--- src/rtl/signed_minmax_tracker.sv ---
// Tracks signed min/max and a saturating sample count over a frame of 6-bit samples.
// Latency: result (out_valid) appears one clock after the sample flagged in_last is accepted.
// Backpressure: in_ready drops while a result is held; it returns once out_ready drains the result.
module signed_minmax_tracker #(
    parameter int CNT_W = 4
) (
    input  logic             clk,
    input  logic             reset,
    input  logic             in_valid,
    input  logic [5:0]       in_data,
    input  logic             in_last,
    output logic             in_ready,
    input  logic             out_ready,
    output logic             out_valid,
    output logic [5:0]       out_min,
    output logic [5:0]       out_max,
    output logic [CNT_W-1:0] out_count,
    output logic             out_sat
);

    localparam logic [1:0] ST_IDLE  = 2'd0;
    localparam logic [1:0] ST_ACCUM = 2'd1;
    localparam logic [1:0] ST_HOLD  = 2'd2;

    localparam logic [CNT_W-1:0] CNT_MAX = {CNT_W{1'b1}};
    localparam logic [CNT_W-1:0] CNT_ONE = {{(CNT_W-1){1'b0}}, 1'b1};

    logic [1:0]       state_q, state_d;
    logic [5:0]       min_q, min_d;
    logic [5:0]       max_q, max_d;
    logic [CNT_W-1:0] cnt_q, cnt_d;
    logic             sat_q, sat_d;
    logic             accept;

    // Two's complement a < b: differing signs decide directly, otherwise the
    // low five bits order the values the same way for both signs.
    function automatic logic slt(input logic [5:0] a, input logic [5:0] b);
        if (a[5] != b[5]) begin
            slt = a[5];
        end else begin
            slt = (a[4:0] < b[4:0]);
        end
    endfunction

    // in_ready is a pure state decode so out_ready never reaches it combinationally.
    assign in_ready  = (state_q != ST_HOLD);
    assign out_valid = (state_q == ST_HOLD);
    assign accept    = in_valid && in_ready;

    assign out_min   = min_q;
    assign out_max   = max_q;
    assign out_count = cnt_q;
    assign out_sat   = sat_q;

    // Next-state and datapath update for the frame accumulator.
    always_comb begin
        state_d = state_q;
        min_d   = min_q;
        max_d   = max_q;
        cnt_d   = cnt_q;
        sat_d   = sat_q;
        case (state_q)
            ST_IDLE: begin
                if (accept) begin
                    min_d   = in_data;
                    max_d   = in_data;
                    cnt_d   = CNT_ONE;
                    sat_d   = 1'b0;
                    state_d = in_last ? ST_HOLD : ST_ACCUM;
                end
            end
            ST_ACCUM: begin
                if (accept) begin
                    // Strict compares leave ties on the held value.
                    if (slt(in_data, min_q)) begin
                        min_d = in_data;
                    end
                    if (slt(max_q, in_data)) begin
                        max_d = in_data;
                    end
                    if (cnt_q == CNT_MAX) begin
                        sat_d = 1'b1;
                    end else begin
                        cnt_d = cnt_q + CNT_ONE;
                    end
                    if (in_last) begin
                        state_d = ST_HOLD;
                    end
                end
            end
            ST_HOLD: begin
                if (out_ready) begin
                    state_d = ST_IDLE;
                end
            end
            default: begin
                state_d = ST_IDLE;
            end
        endcase
    end

    // State registers; reset wins over any accept or handshake in the same cycle.
    always_ff @(posedge clk) begin
        if (reset) begin
            state_q <= ST_IDLE;
            min_q   <= 6'd0;
            max_q   <= 6'd0;
            cnt_q   <= '0;
            sat_q   <= 1'b0;
        end else begin
            state_q <= state_d;
            min_q   <= min_d;
            max_q   <= max_d;
            cnt_q   <= cnt_d;
            sat_q   <= sat_d;
        end
    end

endmodule

--- config.mk ---
export PLATFORM = sky130hd
export DESIGN_NAME = signed_minmax_tracker
export DESIGN_NICKNAME = d
export VERILOG_FILES = /design/src/rtl/signed_minmax_tracker.sv
export SDC_FILE = /design/constraint.sdc
export NUM_CORES = 1
export LEC_CHECK = 0
export CAP_MARGIN = 20
export CORE_MARGIN = 3
export CORE_UTILIZATION = 40
export CTS_CLUSTER_DIAMETER = 60
export CTS_CLUSTER_SIZE = 16
export DETAILED_ROUTE_END_ITERATION = 12
export PLACE_DENSITY = 0.75
export SYNTH_ARGS = -nofsm -noshare
export SYNTH_HDL_FRONTEND = slang
export SYNTH_SLANG_ARGS = --single-unit
export TNS_END_PERCENT = 1
--- constraint.sdc ---
create_clock -name clk -period 1.8 [get_ports clk]
set_clock_uncertainty 0.1 [all_clocks]
set_input_delay 0.36 -clock clk [delete_from_list [all_inputs] [get_ports clk]]
set_output_delay 0.36 -clock clk [all_outputs]
set_load 0.01 [all_outputs]
==> results by group, run 1 <==
Die
  • Rows: 18
  • Initial Utilization: 44.0%
  • Die H: 59.4 um
  • I/O pins: 30
  • Core area: 2590 um^2
  • Chip width: 59.4 um
  • Total Die Area: roughly 3500 um^2

Logic synthesis
  • Register area share after synthesis: 33.4%
  • Top cells by area, synth: dfxtp_1 33%, nand2b_1 12%, mux2i_1 11%
  • Synthesis Warnings: 0
  • Syn Nets: 136
  • Synth area leader: dfxtp_1
  • Post-synth EDFFs: 0
  • Cells after Synth: 116
  • Library cells used by synthesis: 32
  • Ys flop type: dfxtp_1
  • Ys async rst share: 0%
  • Cell area after synthesis: 1140 um^2
  • Cell with the most instances after synthesis: nand2b_1
  • Top cell type's share of synthesized area: 33.4%
  • Syn avg cell area: 9.82 um^2
  • Synth top cells by count: 22 x nand2b_1, 19 x dfxtp_1, 12 x mux2i_1, 9 x ha_1, 9 x inv_1
  • Synth Register Bits: 19

CTS
  • Worst-skew pair later-pin latency: 0.30 ns
  • Worst-path clk slew: 0.12 ns
  • # Post-CTS Setup Buffers: 0
  • Clk buf depth: 2
  • H-tree levels: 1
  • Clk root buf: clkbuf_4
  • TritonCTS Buffers: 3
  • CTS Sinks: 19
  • Hold buffer count at cts: 0
  • TritonCTS clock tree: yes

Timing
  • Hold WS: 0.299 ns
  • Worst-margin pin slew: about 0.36 ns
  • Slew Viols, Final: 0
  • Final setup fails: 0
  • Final hold vios: 0
  • Final period utilization: 96.1%
  • Final Critical Period: 1.73 ns
  • Setup_tns: 0 ns
  • Fmax: 578 MHz
  • Slew margin rel.: 75.7%

Finish
  • Fill count: 235
  • Layout Utilization: 60.9%
  • Antenna cells: 0
  • Area delta synth->final: 38.6%
  • Post-Layout Inst Area: 1580 um^2
  • Final Net Count: 175
  • Layout cells sized above 1: 17.5%

Worst setup path
  • Path depth of the worst reg2reg path: 6
  • CP peak stage delay: 0.56 ns
  • Worst Path Arrival: 1.27 ns
  • CP delay by family, top: buffers and inverters
  • Buffers and inverters on the worst path: 1
  • Crit-path cells: clkdlybuf4s50_1
  • Crit end category: output port
  • Worst path depth: 1
  • Type of the worst setup path: reg2out
  • Startpoint types: flip-flop
  • Slowest CP cell: clkdlybuf4s50_1
  • Req. time, crit path: 1.34 ns
  • CP Max Fanout: 5

GRT
  • GRT Resource Usage Total: ~16%
  • Antenna violations before repair: 0
  • Largest net degree at the start of global routing: 26
  • Vias in the first global route: 1013
  • Congestion Overflow GR: 0
  • First-pass GRT wire length: 4220 um

Placed design
  • Dpl cell area: 1530 um^2
  • DP HPWL: 1770 um
  • I/O Buffers: 29
  • Final RePlAce weighted congestion: 0.757

Outcome
  • Status: complete, no violations

Routing
  • Average vias per placed instance: between 5 and 6
  • Drt drc: 0
  • WL/cell: 13.0 um
  • Via count: ~960
  • DR iter-0 viols: 20
  • First drt pass iteration count: 4
  • DRT antenna net count: 0
  • WL final: 2390 um

Pwr
  • PnR Total Power: 0.982 mW
  • Pwr Density: 623 nW/um^2
  • Peak supply drop: 0.372 mV
  • Cell leakage power: 0.688 nW

Flow run
  • Max Cap Violations: 0

Worst hold path
  • Worst Hold Depth: 3
  • Min-Delay Path Class: in2reg
state kept, by name (all words and copies together), names as in the netlist:
register and count:
out_max 6, out_min 6, out_count 4, state_q 2, out_sat 1
per-layer routing:
layer  GRT usage, %  wire length (um)  vias to the layer above
met5              0                 0                        -
met4           5.83                26                        0
met3           3.05               150                        4
met2           27.3              1170                       36
met1           18.8              1050                      431
li1               -                 -                      484
report_power, final:
part / switching, mW / internal, mW
combinational: 0.124 / 0.158
sequential: 0.0223 / 0.448
clock: 0.147 / 0.0828
cell type report:
class	instances	area, um^2	area share [%]
sequential	19	387	24.5
tap	30	37.5	2.38
inverter	9	33.8	2.14
clock inverter	1	5.00	0.317
multi-input combinational	84	726	46.0
timing repair buffer	38	367	23.2
clock buffer	3	22.5	1.43
cell usage in the layout (no fill, tap or decap), drive strengths merged, types with 3 or more instances in the layout:
master	netlist	layout
mux2i	12	12
dlygate4sd2	0	5
inv	9	9
dfxtp	19	19
nor2	5	5
a21oi	3	3
clkdlybuf4s50	0	23
buf	2	9
a21o	5	5
clkbuf	2	3
ha	9	9
nand4	3	3
nand2b	22	22
kinds of logic (layout without fill, tap and decap cells):
kind of cell | after synthesis | after routing | share of synthesized area [%]
compound gates | 18 | 18 | 15.6
buf+inv | 13 | 51 | 4.73
fa+ha+maj | 9 | 9 | 9.89
mux | 13 | 13 | 11.5
flops | 19 | 19 | 33.4
simple gates | 44 | 44 | 24.8
metrics by stage:
stage,instances,worst slack (ns)
finish,184,0.0711
global route,184,-0.000638
CTS,184,-0.00165
detailed placement,180,-0.518
global placement,180,-0.488
floorplan,116,0.124
final timing paths:
| kind | from | to | slack [ns] |
|---|---|---|---|
| setup reg to reg | out_min[2]$_SDFFE_PP0P_ | out_min[2]$_SDFFE_PP0P_ | 0.14 |
| hold / removal | in_data[4] | out_min[4]$_SDFFE_PP0P_ | 0.30 |
| setup / recovery | out_count[3]$_SDFFE_PP0P_ | out_count[3] | 0.07 |
| hold reg to reg | state_q[1]$_SDFFE_PP0P_ | state_q[0]$_SDFFE_PP0P_ | 0.36 |
tightest hold or removal path, delay by kind of cell:
family | cells | cell delay, ns
mux | 1 | 0.07
buf+inv | 1 | 0.14
simple gates | 1 | 0.10
repair_timing:
item                                    4_1_cts  5_1_grt
cloned                                        0        0
endpoints found under the setup margin       14       15
pin swaps                                     1        2
resized for setup                             8        5
Power figures use the tool's default switching activity.
==> run 2: changes to the inputs <==
--- a/config.mk
+++ b/config.mk
@@ -12,7 +12,8 @@
 export CTS_CLUSTER_SIZE = 16
 export DETAILED_ROUTE_END_ITERATION = 12
 export PLACE_DENSITY = 0.75
+export SKIP_CTS_REPAIR_TIMING = 1
 export SYNTH_ARGS = -nofsm -noshare
 export SYNTH_HDL_FRONTEND = slang
 export SYNTH_SLANG_ARGS = --single-unit
-export TNS_END_PERCENT = 1
+export TNS_END_PERCENT = 5
==> run 2 against run 1 <==
Count of clock-buffer cells in the layout is the same; global-route usage down 0.54 points; via count is 0.94% lower; combinational power barely moved; non-clock buffer count stayed put; critical path type unchanged; critical endpoint unchanged.
==> results by group, run 2 (synthesized netlist as in run 1, its figures left out) <==
Outcome
  • Status: complete, no violations

Worst setup path
  • Crit end category: output port
  • Type of the worst setup path: reg2out
  • Slowest CP cell: clkdlybuf4s50_1
  • CP Max Fanout: 5
  • Worst Path Arrival: 1.27 ns
  • CP peak stage delay: 0.56 ns
  • CP delay by family, top: buffers and inverters
  • Buffers and inverters on the worst path: 1
  • Crit-path cells: clkdlybuf4s50_1
  • Req. time, crit path: 1.34 ns
  • Startpoint types: flip-flop

Die
  • Rows: 18
  • Chip width: between 50 and 60 um
  • Total Die Area: 3520 um^2
  • Die H: roughly 59 um
  • Core area: 2590 um^2
  • I/O pins: 30
  • Initial Utilization: 44.0%

Routing
  • First drt pass iteration count: 4
  • WL/cell: 12.9 um
  • Via count: between 900 and 1000
  • WL final: 2370 um
  • Drt drc: 0
  • DRT antenna net count: 0
  • Average vias per placed instance: 5.14
  • DR iter-0 viols: 25

GRT
  • GRT Resource Usage Total: between 15 and 20%
  • Antenna violations before repair: 0
  • Congestion Overflow GR: 0
  • First-pass GRT wire length: 4110 um
  • Largest net degree at the start of global routing: 26
  • Vias in the first global route: between 900 and 1000

Finish
  • Most frequent cells in the layout: 23 x clkdlybuf4s50_1, 22 x nand2b_1, 14 x dfxtp_1, 12 x mux2i_1, 9 x inv_1
  • Fill count: ~230
  • Antenna cells: 0
  • Register Area: 387 um^2
  • Area taken by multi-input logic gates: 726 um^2
  • Layout cells sized above 1: 17.5%
  • Final Net Count: 175
  • Most common cell after layout, fill and taps aside: clkdlybuf4s50_1
  • Area delta synth->final: 40.2%
  • Final cell count without fillers: 184

CTS
  • Clk buf depth: 2
  • TritonCTS clock tree: yes
  • Clk root buf: clkbuf_4
  • TritonCTS Buffers: 3
  • Worst-skew pair later-pin latency: roughly 0.3 ns
  • H-tree levels: 1
  • CTS Sinks: 19
  • Worst-path clk slew: 0.12 ns

Timing
  • Final hold vios: 0
  • Final setup fails: 0
  • Final Critical Period: 1.73 ns
  • Final period utilization: 96.1%
  • Fmax: 578 MHz
  • Setup ws final: 0.0711 ns
  • Slew Viols, Final: 0
  • Worst-margin pin slew: approximately 0.36 ns
  • Hold WS: just under 0.3 ns
  • Slew margin rel.: 75.7%

Placed design
  • DP Cell Count: 180
  • I/O Buffers: 29
  • Final RePlAce weighted congestion: 0.757
  • DP HPWL: about 1800 um
  • Place WS: -0.518 ns

Pwr
  • Pwr Density: roughly 600 nW/um^2
  • Cell leakage power: 0.728 nW
  • Peak supply drop: 0.374 mV

Worst hold path
  • Min-Delay Path Class: in2reg

Flow run
  • Max Cap Violations: 0
[run 2: power by group]
| group | total, mW | switching [mW] | internal, mW | leakage [nW] |
|---|---|---|---|---|
| sequential | 0.470 | 0.0222 | 0.448 | 0.158 |
| combinational | 0.285 | 0.124 | 0.161 | 0.552 |
| clock | 0.229 | 0.146 | 0.0828 | 0.0177 |
| total | 0.983 | 0.291 | 0.692 | 0.728 |
[run 2: final timing paths]
kind                                  end  cells after the start  slack [ns]                 startpoint
setup / recovery             out_count[3]                      1        0.07  out_count[3]$_SDFFE_PP0P_
setup reg to reg  out_min[5]$_SDFFE_PP0P_                      6        0.13    out_min[2]$_SDFFE_PP0P_
hold reg to reg   state_q[0]$_SDFFE_PP0P_                      1        0.36    state_q[1]$_SDFFE_PP0P_
hold / removal    out_min[4]$_SDFFE_PP0P_                      3        0.30                 in_data[4]
[run 2: cell type report]
cell class / instances / area share, %
timing repair buffer: 38 / 24.1
clock buffer: 3 / 1.41
sequential: 19 / 24.2
clock inverter: 1 / 0.313
multi-input combinational: 84 / 45.5
inverter: 9 / 2.12
tap: 30 / 2.35
[run 2: metrics by stage]
stage | instance area, um^2 | total power [mW] | utilization (%) | TNS, ns
floorplan | 1140 | 0.631 | - | 0
global placement | 1530 | 0.751 | 58.9 | -4.87
detailed placement | 1530 | 0.757 | 58.9 | -5.26
CTS | 1550 | 0.988 | 60.0 | -1.32
global route | 1600 | 1.05 | 61.6 | -0.00520
finish | 1600 | 0.983 | 61.6 | 0
[run 2: layer usage]
layer	global-route usage (%)	vias to the layer above	share of wire, %
met1	18.8	430	44
met5	0	-	0
met3	3.05	4	6.0
met4	5.83	0	1.1
li1	-	484	-
met2	25.4	28	49
